File: src/rtl/rf_wb_scoreboard.sv
`default_nettype none
// ----------------------------------------------------------------------------
// rf_wb_scoreboard: register busy-bit scoreboard with two-requester round-robin
// writeback arbitration. Optional macro RF_WB_BYPASS_EN. Rev 1.0
// ----------------------------------------------------------------------------
module rf_wb_scoreboard #(
   parameter int NREG = 32,
   parameter int AW   = 5,
   parameter int DW   = 32
) (
   input  logic            clk,
   input  logic            rst,
   input  logic            iss_valid,
   output logic            iss_ready,
   input  logic [AW-1:0]   iss_rs1,
   input  logic [AW-1:0]   iss_rs2,
   input  logic [AW-1:0]   iss_rd,
   input  logic            iss_rd_we,
   input  logic            wb0_valid,
   input  logic [AW-1:0]   wb0_rd,
   input  logic [DW-1:0]   wb0_data,
   output logic            wb0_ready,
   input  logic            wb1_valid,
   input  logic [AW-1:0]   wb1_rd,
   input  logic [DW-1:0]   wb1_data,
   output logic            wb1_ready,
   output logic            rf_we,
   output logic [AW-1:0]   rf_waddr,
   output logic [DW-1:0]   rf_wdata,
   output logic [NREG-1:0] busy_vec,
   output logic            err_stray
);

   logic [NREG-1:0] r_busy;
   logic            r_rr_ptr;
   logic            r_err_stray;

   logic            w_gnt0;
   logic            w_gnt1;
   logic            w_gnt_any;
   logic [AW-1:0]   w_gnt_rd;
   logic [DW-1:0]   w_gnt_data;
   logic            w_clr_en;
   logic [NREG-1:0] w_clr_mask;
   logic [NREG-1:0] w_set_mask;
   logic [NREG-1:0] w_busy_eff;
   logic            w_ready;
   logic            w_fire;

   // Both valid: rr_ptr picks; a lone requester always wins.
   always_comb begin
      w_gnt0     = rst & wb0_valid & (~wb1_valid | ~r_rr_ptr);
      w_gnt1     = rst & wb1_valid & (~wb0_valid |  r_rr_ptr);
      w_gnt_any  = w_gnt0 | w_gnt1;
      w_gnt_rd   = w_gnt1 ? wb1_rd   : wb0_rd;
      w_gnt_data = w_gnt1 ? wb1_data : wb0_data;
      w_clr_en   = w_gnt_any & (w_gnt_rd != '0);
   end

   always_comb begin
      w_clr_mask = '0;
      for (int i = 0; i < NREG; i++) begin
         w_clr_mask[i] = w_clr_en && (w_gnt_rd == AW'(i));
      end
   end

`ifdef RF_WB_BYPASS_EN
   assign w_busy_eff = r_busy & ~w_clr_mask & ~NREG'(1);
`else
   assign w_busy_eff = r_busy & ~NREG'(1);
`endif

   always_comb begin
      w_ready = rst & ~w_busy_eff[iss_rs1] & ~w_busy_eff[iss_rs2]
              & ~(iss_rd_we & w_busy_eff[iss_rd]);
      w_fire  = iss_valid & w_ready;
   end

   always_comb begin
      w_set_mask = '0;
      for (int i = 1; i < NREG; i++) begin
         w_set_mask[i] = w_fire && iss_rd_we && (iss_rd == AW'(i));
      end
   end

   always_ff @(posedge clk) begin
      if (!rst) begin
         r_busy      <= '0;
         r_rr_ptr    <= 1'b0;
         r_err_stray <= 1'b0;
      end else begin
         // Set applied after clear so a same-edge re-issue keeps the bit.
         r_busy <= ((r_busy & ~w_clr_mask) | w_set_mask) & ~NREG'(1);
         if (w_clr_en && !r_busy[w_gnt_rd]) begin
            r_err_stray <= 1'b1;
         end
         if (w_gnt0 && wb1_valid) begin
            r_rr_ptr <= 1'b1;
         end else if (w_gnt1 && wb0_valid) begin
            r_rr_ptr <= 1'b0;
         end
      end
   end

   assign iss_ready = w_ready;
   assign wb0_ready = w_gnt0;
   assign wb1_ready = w_gnt1;
   assign rf_we     = w_clr_en;
   assign rf_waddr  = w_gnt_any ? w_gnt_rd   : '0;
   assign rf_wdata  = w_gnt_any ? w_gnt_data : '0;
   assign busy_vec  = r_busy;
   assign err_stray = r_err_stray;

endmodule
`default_nettype wire

File: config.mk
export PLATFORM = sky130hd
export DESIGN_NAME = rf_wb_scoreboard
export DESIGN_NICKNAME = d
export VERILOG_FILES = /design/src/rtl/rf_wb_scoreboard.sv
export SDC_FILE = /design/constraint.sdc
export NUM_CORES = 1
export LEC_CHECK = 0
export ABC_AREA = 1
export CAP_MARGIN = 10
export CORE_AREA = 4 4 90 134
export DETAILED_ROUTE_END_ITERATION = 12
export DIE_AREA = 0 0 94 138
export GPL_TIMING_DRIVEN = 0
export PLACE_DENSITY = 0.68
export SYNTH_ARGS = -nofsm -noshare
export SYNTH_HDL_FRONTEND = slang
export SYNTH_SLANG_ARGS = --single-unit
File: constraint.sdc
create_clock -name clk -period 3.8 [get_ports clk]
set_input_delay 0.38 -clock clk [delete_from_list [all_inputs] [get_ports clk]]
set_output_delay 0.38 -clock clk [all_outputs]
set_load 0.02 [all_outputs]
==> results.json, run 1 <==
{
  "synth_nets": 763,
  "arrival_ps": 2850,
  "period_share_pct": 84.96,
  "maxCapViolCount": 0,
  "ys_types": 34,
  "min_from": "err_stray",
  "row_count": 47,
  "seqPwrFrac_pct": 26.5,
  "p_total_w": 0.001321,
  "fp.dieH_um": 138,
  "drcViolationCount": 0,
  "clk_latency_ps": 280,
  "place_inst": 976,
  "drive_gt1_share_pct": 10.27,
  "clock_sinks": 33,
  "critical_path_class": "in2out",
  "max_slew_margin_pct": 59.53,
  "syn-instance-count": 668,
  "path_cells": "clkdlybuf4s50_1 > nand2_1 > clkinv_2 > nand2_4 > inv_2 > nor2_1 > buf_2 > buf_2 > nor2_1 > clkdlybuf4s50_1",
  "cts_hold_buffers": 0,
  "grt_pass1_wl_um": 28260,
  "grt_setup_unrepaired": "no",
  "grt.overflow.total": 0,
  "core_region_area_um2": 10940,
  "cts-root-buf": "clkbuf_16",
  "grt_max_degree": 12,
  "fin_skew_ps": 3.751,
  "ant_nets": 0,
  "vias_per_cell": 5.287,
  "grt_antenna_before_repair": 1,
  "slew_violations": 0,
  "numCtsBuffers": 5,
  "ys_ff_latch": 33,
  "ys_seq_area_share_pct": 17.61,
  "layout_common_cells": "nand2_1, clkdlybuf4s50_1, nand3_1, a21oi_1, inv_1",
  "syn_avg_cell_area_um2": 5.617,
  "path_clk_slew_ps": 60,
  "wl_per_cell_um": 18.78,
  "tightest_slew_ps": 607.0,
  "hp-class": "reg2reg",
  "dr.first_iter.drc_count": 366,
  "vias": 5208,
  "synthArstFlopShare_pct": 0,
  "start_util_pct": 34.31,
  "clockBufferDepth": 2,
  "critPathRequiredTime_ps": 3420,
  "setup_violations": 0,
  "pwr-share-comb_pct": 36.7,
  "status": "complete, no violations",
  "slowest_stage": "clkdlybuf4s50_1",
  "syn2layout_area_growth_pct": 52.62,
  "fillers": 1140,
  "cpPeakStageDelay_ps": 590,
  "pin_count": 169,
  "rr_startpoint": "r_rr_ptr",
  "final_common_cell": "nand2_1",
  "gp_congestion": 0.9937,
  "p_clk_share_pct": 36.8,
  "p_leak_nw": 2.308,
  "final_net_count": 931,
  "place_hpwl_um": 15130,
  "fin_crit_ps": 3229,
  "htreeDepth": 2,
  "syn_area_um2": 3752,
  "p_int_w": 0.0008911,
  "fmax_mhz": 309.7,
  "powerDensity_nw_per_um2": 230.7,
  "path_max_fanout": 10,
  "routed_wl_um": 18500,
  "first_global_vias": 5075,
  "synth_warnings": 0,
  "grt_usage_pct": 27.47,
  "portBuffers": 161,
  "chipWidth_um": 94,
  "hold_viol_final": 0,
  "setup_tns_ps": 0,
  "floorplan.die_area_um2": 12970,
  "swShare_pct": 32.55,
  "synthFlopType": "dfxtp_1",
  "cp-end-kind": "output port",
  "ir_drop_v": 0.0001809,
  "cts_setup_buffers": 0,
  "power.switching_w": 0.0004301,
  "cts_resized": 0,
  "tritoncts": "done",
  "start_kind": "input pin",
  "fin_cells": 985,
  "synth_edf_count": 0,
  "first_pass_iters": 6,
  "crit_start": "rst"
}
[worst paths after layout]
check | slack, ps | cells after the start | endpoint
setup / recovery | 570 | 10 | rf_waddr[2]
hold / removal | 470 | 2 | err_stray
setup reg to reg | 1700 | 11 | busy_vec[23]
hold reg to reg | 470 | 2 | err_stray
[power groups by stage]
stage	clock network (W)	registers (W)	logic, W
final	0.000486	0.000351	0.000485
after global routing	0.000498	0.000351	0.000522
after CTS	0.000484	0.000351	0.000484
after detailed placement	0	0.000358	0.000482
after global placement	0	0.000358	0.000475
after floorplan	0	0.000359	0.000259
[stage by stage]
stage                     util, %  area, um^2  setup WS [ps]  hold WS [ps]
final                       52.36        5727          571.3         469.5
after global placement      50.72        5548          544.1         461.6
after CTS                   52.33        5724          504.5         472.2
after global routing        52.36        5727          385.5         497.1
after floorplan                 -        3752           1709         475.9
after detailed placement    50.72        5548          507.4         461.1
[state kept, by name, summed over array words and instances (netlist names)]
signal,flops
r_rr_ptr,1
busy_vec,31
err_stray,1
[cell type report]
type	count	area, um^2	area share [%]
antenna	1	2.502	0.04370
buffer	38	274.0	4.785
clock inverter	2	37.54	0.6555
sequential	33	660.6	11.54
clock buffer	6	138.9	2.425
multi-input combinational	540	2597	45.36
tap	147	183.9	3.212
inverter	57	220.2	3.845
timing repair buffer	161	1612	28.14
[routing by layer]
metal | global-route usage [%] | vias up | wire length, um
met4 | 13.39 | 0 | 957
li1 | - | 2536 | -
met1 | 28.68 | 2354 | 6546
met5 | 0 | - | 0
met2 | 50.99 | 254 | 9667
met3 | 5.163 | 64 | 1328
[worst max-delay path: cells and delay by family]
family | cells | cell delay (ps)
buffers and inverters | 6 | 1820
and+or+nand+nor | 4 | 640
[cell usage after synthesis, types with 2 or more instances]
cell type,instances,area (um^2)
a21oi_2,7,61.31
inv_2,7,26.28
nand3b_1,2,15.01
o22ai_1,2,12.51
o211ai_1,14,105.1
clkbuf_1,12,45.04
o21ai_2,11,96.34
nand3_1,85,425.4
nor2_4,3,33.78
buf_6,13,146.4
o21ai_0,33,165.2
nand2_2,10,62.56
inv_4,2,12.51
nand3_2,3,30.03
nand2_4,4,45.04
nor3_1,15,75.07
inv_1,46,172.7
buf_2,9,45.04
dfxtp_1,33,660.6
a21oi_1,73,365.4
buf_4,3,22.52
nand2_1,224,840.8
o21ai_1,4,20.02
nor2_1,43,161.4
[logic make-up after synthesis]
family | Yosys count | synth area share [%]
other | 1 | 0.09994
AOI/OAI and AO/OA | 147 | 22.81
DFF | 33 | 17.61
muxes | 1 | 0.6002
and+or+nand+nor | 391 | 45.72
buffers and inverters | 95 | 13.17
Power figures use the tool's default switching activity.
==> run 2, diff against run 1 <==
Clock period 3.8 ns to 3.2 ns, I/O delays scaled along.
==> run 2 against run 1 <==
Flip-flop and latch count unchanged. First-iteration DRC count up 1.1%. Combinational power is 19% higher. Clock-buffer cell count unchanged. Hold slack better by 0.94 ps.
==> results.json, run 2 (same netlist as run 1, synthesis figures left out) <==
{
  "status": "complete, no violations",
  "drive_gt1_share_pct": 10.39,
  "seqPwrFrac_pct": 26.5,
  "p_leak_nw": 2.308,
  "critPathRequiredTime_ps": 2880,
  "p_int_w": 0.001058,
  "critical_path_class": "in2out",
  "gp_congestion": 0.9937,
  "power.switching_w": 0.0005118,
  "grt_setup_unrepaired": "no",
  "crit_start": "iss_rd[2]",
  "fmax_mhz": 322.2,
  "rrSetupSlack_ps": 1120,
  "swShare_pct": 32.59,
  "syn2layout_area_growth_pct": 52.68,
  "arrival_ps": 2780,
  "period_share_pct": 97.00,
  "grt.overflow.total": 0,
  "slew_violations": 0,
  "wl_per_cell_um": 18.79,
  "max_slew_margin_pct": 59.53,
  "fin_crit_ps": 3104,
  "place_hpwl_um": 15130,
  "dr.first_iter.drc_count": 370,
  "numCtsBuffers": 5,
  "path_max_fanout": 10,
  "floorplan.die_area_um2": 12970,
  "clk_latency_ps": 280,
  "final_net_count": 931,
  "rr_startpoint": "r_rr_ptr",
  "first_global_vias": 5075,
  "timing.rr.end": "busy_vec[23]",
  "drcViolationCount": 0,
  "start_kind": "input pin",
  "powerDensity_nw_per_um2": 274.1,
  "tightest_slew_ps": 607.1,
  "cp-end-kind": "output port",
  "row_count": 47,
  "maxCapViolCount": 0,
  "endpoint": "iss_ready",
  "routed_wl_um": 18510,
  "cts-root-buf": "clkbuf_16",
  "grtUsageMet1_pct": 28.68,
  "core_region_area_um2": 10940,
  "p_clk_share_pct": 36.8,
  "hp-class": "reg2reg",
  "start_util_pct": 34.31,
  "place_inst": 976,
  "setup_tns_ps": 0,
  "largest_reg_flops": 31,
  "grt_usage_pct": 27.47,
  "grt.met2_usage_pct": 50.99,
  "r2r_cells": 11,
  "clock_sinks": 33,
  "vias_per_cell": 5.291,
  "final_common_cell": "nand2_1",
  "chipWidth_um": 94,
  "vias": 5212,
  "path_clk_slew_ps": 60,
  "fin_skew_ps": 3.378,
  "setup_violations": 0,
  "first_pass_iters": 7,
  "pin_count": 169,
  "fp.dieH_um": 138,
  "min_from": "err_stray",
  "met3_usage_pct": 5.163,
  "fin_cells": 985,
  "min_path_cells": 2,
  "ant_nets": 0,
  "cts_hold_buffers": 0,
  "grt_most_used_layer": "met2",
  "hold_viol_final": 0,
  "portBuffers": 161,
  "pwr-share-comb_pct": 36.7,
  "grt_pass1_wl_um": 28260,
  "ir_drop_v": 0.0002166,
  "grt_antenna_before_repair": 1,
  "grt_max_degree": 12,
  "layout_common_cells": "nand2_1, clkdlybuf4s50_1, nand3_1, a21oi_1, inv_1",
  "clockBufferDepth": 2,
  "htreeDepth": 2,
  "tritoncts": "done"
}
## run 2: cell counts in the layout (fill, tap and decap cells not counted)
Identical to the previous run, type by type.
## run 2: stage by stage
step                utilization (%)  setup WS, ps  hold WS [ps]  instance area (um^2)  power [W]
global route                  52.38        0.8986         497.1                  5729   0.001629
detailed placement            50.72         27.40         461.1                  5548  0.0009975
global placement              50.72         64.10         461.6                  5548  0.0009897
floorplan                         -          1229         458.4                  3752  0.0007338
finish                        52.38         95.93         470.5                  5729   0.001570
CTS                           52.33         24.50         472.2                  5724   0.001565
## run 2: what timing repair did
action                     CTS  global route
gates resized for setup      0             1
setup endpoints to repair    0            29
buffers inserted             0             0
## run 2: cell type report
type | count | area, um^2
Fill cell | 1140 | 5209
Multi-Input combinational cell | 540 | 2600
Timing Repair Buffer | 161 | 1612
Sequential cell | 33 | 660.6
Buffer | 38 | 274.0
Inverter | 57 | 220.2
Tap cell | 147 | 183.9
Clock buffer | 6 | 138.9
Clock inverter | 2 | 37.54
Antenna cell | 1 | 2.502
## run 2: power groups by stage
stage	Sequential, W	Clock, W	Combinational, W
floorplan	0.000426	0	0.000307
global placement	0.000425	0	0.000564
detailed placement	0.000425	0	0.000572
CTS	0.000416	0.000575	0.000574
global route	0.000417	0.000592	0.000620
finish	0.000416	0.000578	0.000576
## run 2: layer usage
metal | share of wire (%) | wire length [um]
met2 | 53 | 9737
met3 | 7.3 | 1351
met5 | 0 | 0
met1 | 35 | 6510
met4 | 4.9 | 907
## run 2: worst min path at each step
stage	to	slack, ps
2_1_floorplan	r_rr_ptr	460
3_3_place_gp	err_stray	460
3_5_place_dp	err_stray	460
4_1_cts	err_stray	470
5_1_grt	err_stray	500
6_report	err_stray	470
## run 2: critical path, stage by stage
cell             delay (ps)
clkdlybuf4s50_1         530
inv_1                    50
nand2_1                 220
nor2_1                  110
nand2_1                  70
nand3_1                 140
nor2_1                  120
nand3_1                 100
nand3_2                  90
nand2_2                  60
nor2_4                  200
buf_6                   170
clkdlybuf4s50_1         610
==> run 3, diff against run 2 <==
Settings changed: REMOVE_ABC_BUFFERS set to 1, SKIP_CTS_REPAIR_TIMING set to 1.
==> run 3 against run 2 <==
First-iteration DRC count grew 25%. Sequential share of layout area increased by 0.13 points. Cell count is 2.0% lower. Clock skew rose by 2.4 ps. Clock-buffer cell count down 1. Flip-flop and latch count is the same. Final area is 1.1% lower.
==> results.json, run 3 (same netlist as run 1, synthesis figures left out) <==
{
  "status": "complete, no violations",
  "period_share_pct": 96.80,
  "vias_per_cell": 5.418,
  "path_clk_slew_ps": 60,
  "cts-root-buf": "clkbuf_16",
  "rr_startpoint": "r_rr_ptr",
  "ant_nets": 0,
  "fmax_mhz": 322.8,
  "placedInstanceArea_um2": 5341,
  "slowest_stage": "clkdlybuf4s50_1",
  "r2r_cells": 11,
  "arrival_ps": 2780,
  "crit_start": "iss_rs1[1]",
  "maxCapViolCount": 0,
  "drcViolationCount": 0,
  "portBuffers": 167,
  "grt_antenna_before_repair": 0,
  "grt_pass1_wl_um": 25790,
  "grt.overflow.total": 0,
  "htreeDepth": 2,
  "row_count": 47,
  "critPathRequiredTime_ps": 2880,
  "fin_skew_ps": 5.814,
  "core_region_area_um2": 10940,
  "crit_family": "buffers and inverters",
  "vias": 5228,
  "pin_count": 169,
  "numCtsBuffers": 5,
  "cpPeakStageDelay_ps": 760,
  "fin_crit_ps": 3098,
  "final_net_count": 912,
  "clockBufferDepth": 2,
  "tritoncts": "done",
  "fin_area_um2": 5667,
  "wl_per_cell_um": 18.21,
  "grt_max_degree": 42,
  "hold_viol_final": 0,
  "floorplan.die_area_um2": 12970,
  "critical_path_class": "in2out",
  "path_cells": "clkdlybuf4s50_1 > inv_1 > o211ai_1 > nand3_1 > nand3_1 > nand3b_1 > nand2_1 > nand2_2 > nor2_4 > buf_12 > clkdlybuf4s50_1",
  "layout_common_cells": "nand2_1, clkdlybuf4s50_1, nand3_1, a21oi_1, inv_1",
  "critical_path_depth": 11,
  "first_pass_iters": 6,
  "grt_usage_pct": 25.18,
  "drive_gt1_share_pct": 9.413,
  "slew_violations": 0,
  "start_util_pct": 34.31,
  "setup_violations": 0,
  "diodes": 0,
  "powerDensity_nw_per_um2": 291.1,
  "largest_reg_flops": 31,
  "clock_sinks": 33,
  "hp-class": "reg2reg",
  "endpoint": "iss_ready",
  "dr.first_iter.drc_count": 463,
  "chipWidth_um": 94,
  "max_slew_margin_pct": 26.44,
  "timing.rr.end": "busy_vec[20]",
  "rrSetupSlack_ps": 730,
  "setup_tns_ps": 0,
  "clk_latency_ps": 290,
  "place_hpwl_um": 13060,
  "start_kind": "input pin",
  "routed_wl_um": 17580,
  "cp-end-kind": "output port",
  "min_path_cells": 2,
  "cp_num_buf_inv": 4,
  "first_global_vias": 4835,
  "final_common_cell": "nand2_1",
  "fp.dieH_um": 138,
  "syn2layout_area_growth_pct": 51.02,
  "tightest_slew_ps": 1102,
  "path_max_fanout": 12,
  "ir_drop_v": 0.0001890,
  "gp_congestion": 0.9799,
  "p_leak_nw": 2.299
}
==> run 3: worst min-delay path by stage <==
stage / startpoint / endpoint / slack [ps]
4_1_cts: err_stray / err_stray / 460
6_report: err_stray / err_stray / 460
5_1_grt: err_stray / err_stray / 470
3_3_place_gp: err_stray / err_stray / 450
2_1_floorplan: rst / r_rr_ptr / 460
3_5_place_dp: err_stray / err_stray / 450
==> run 3: per-layer routing <==
layer,vias up,GRT usage [%],wire length (um)
met5,-,0,0
met4,0,13.09,941
met3,60,4.457,1493
met2,319,44.63,8760
met1,2355,28.02,6379
li1,2494,-,-
==> run 3: through the flow <==
| stage | setup slack, ps | util, % | hold WS (ps) | power [W] | instances |
|---|---|---|---|---|---|
| CTS | -854.5 | 50.61 | 461.4 | 0.001617 | 952 |
| global route | -4.646 | 51.81 | 466.4 | 0.001713 | 965 |
| global placement | -1762 | 48.76 | 453.0 | 0.0009637 | 944 |
| detailed placement | -856.2 | 48.83 | 453.6 | 0.0009681 | 944 |
| floorplan | -89.88 | - | 458.4 | 0.0006813 | 630 |
| finish | 102.4 | 51.81 | 458.4 | 0.001650 | 965 |
==> run 3: power by group <==
group | internal (W) | switching (W) | total [W]
Clock | 0.000449 | 0.000209 | 0.000658
Sequential | 0.000414 | 0.00000240 | 0.000416
Combinational | 0.000244 | 0.000332 | 0.000576
Total | 0.00111 | 0.000543 | 0.00165
==> run 3: final cells by class <==
class / count / area, um^2
Clock inverter: 3 / 68.82
Inverter: 57 / 229.0
Tap cell: 147 / 183.9
Clock buffer: 5 / 125.1
Sequential cell: 33 / 660.6
Timing Repair Buffer: 177 / 1762
Multi-Input combinational cell: 543 / 2638
Fill cell: 1144 / 5271
==> run 3: worst register-to-register path, delay by kind of cell (launching register included) <==
kind | cells | cell delay (ps)
buffers and inverters | 3 | 470
AO/OA/AOI/OAI | 2 | 320
flip-flops | 1 | 330
AND/OR/NAND/NOR | 6 | 1180
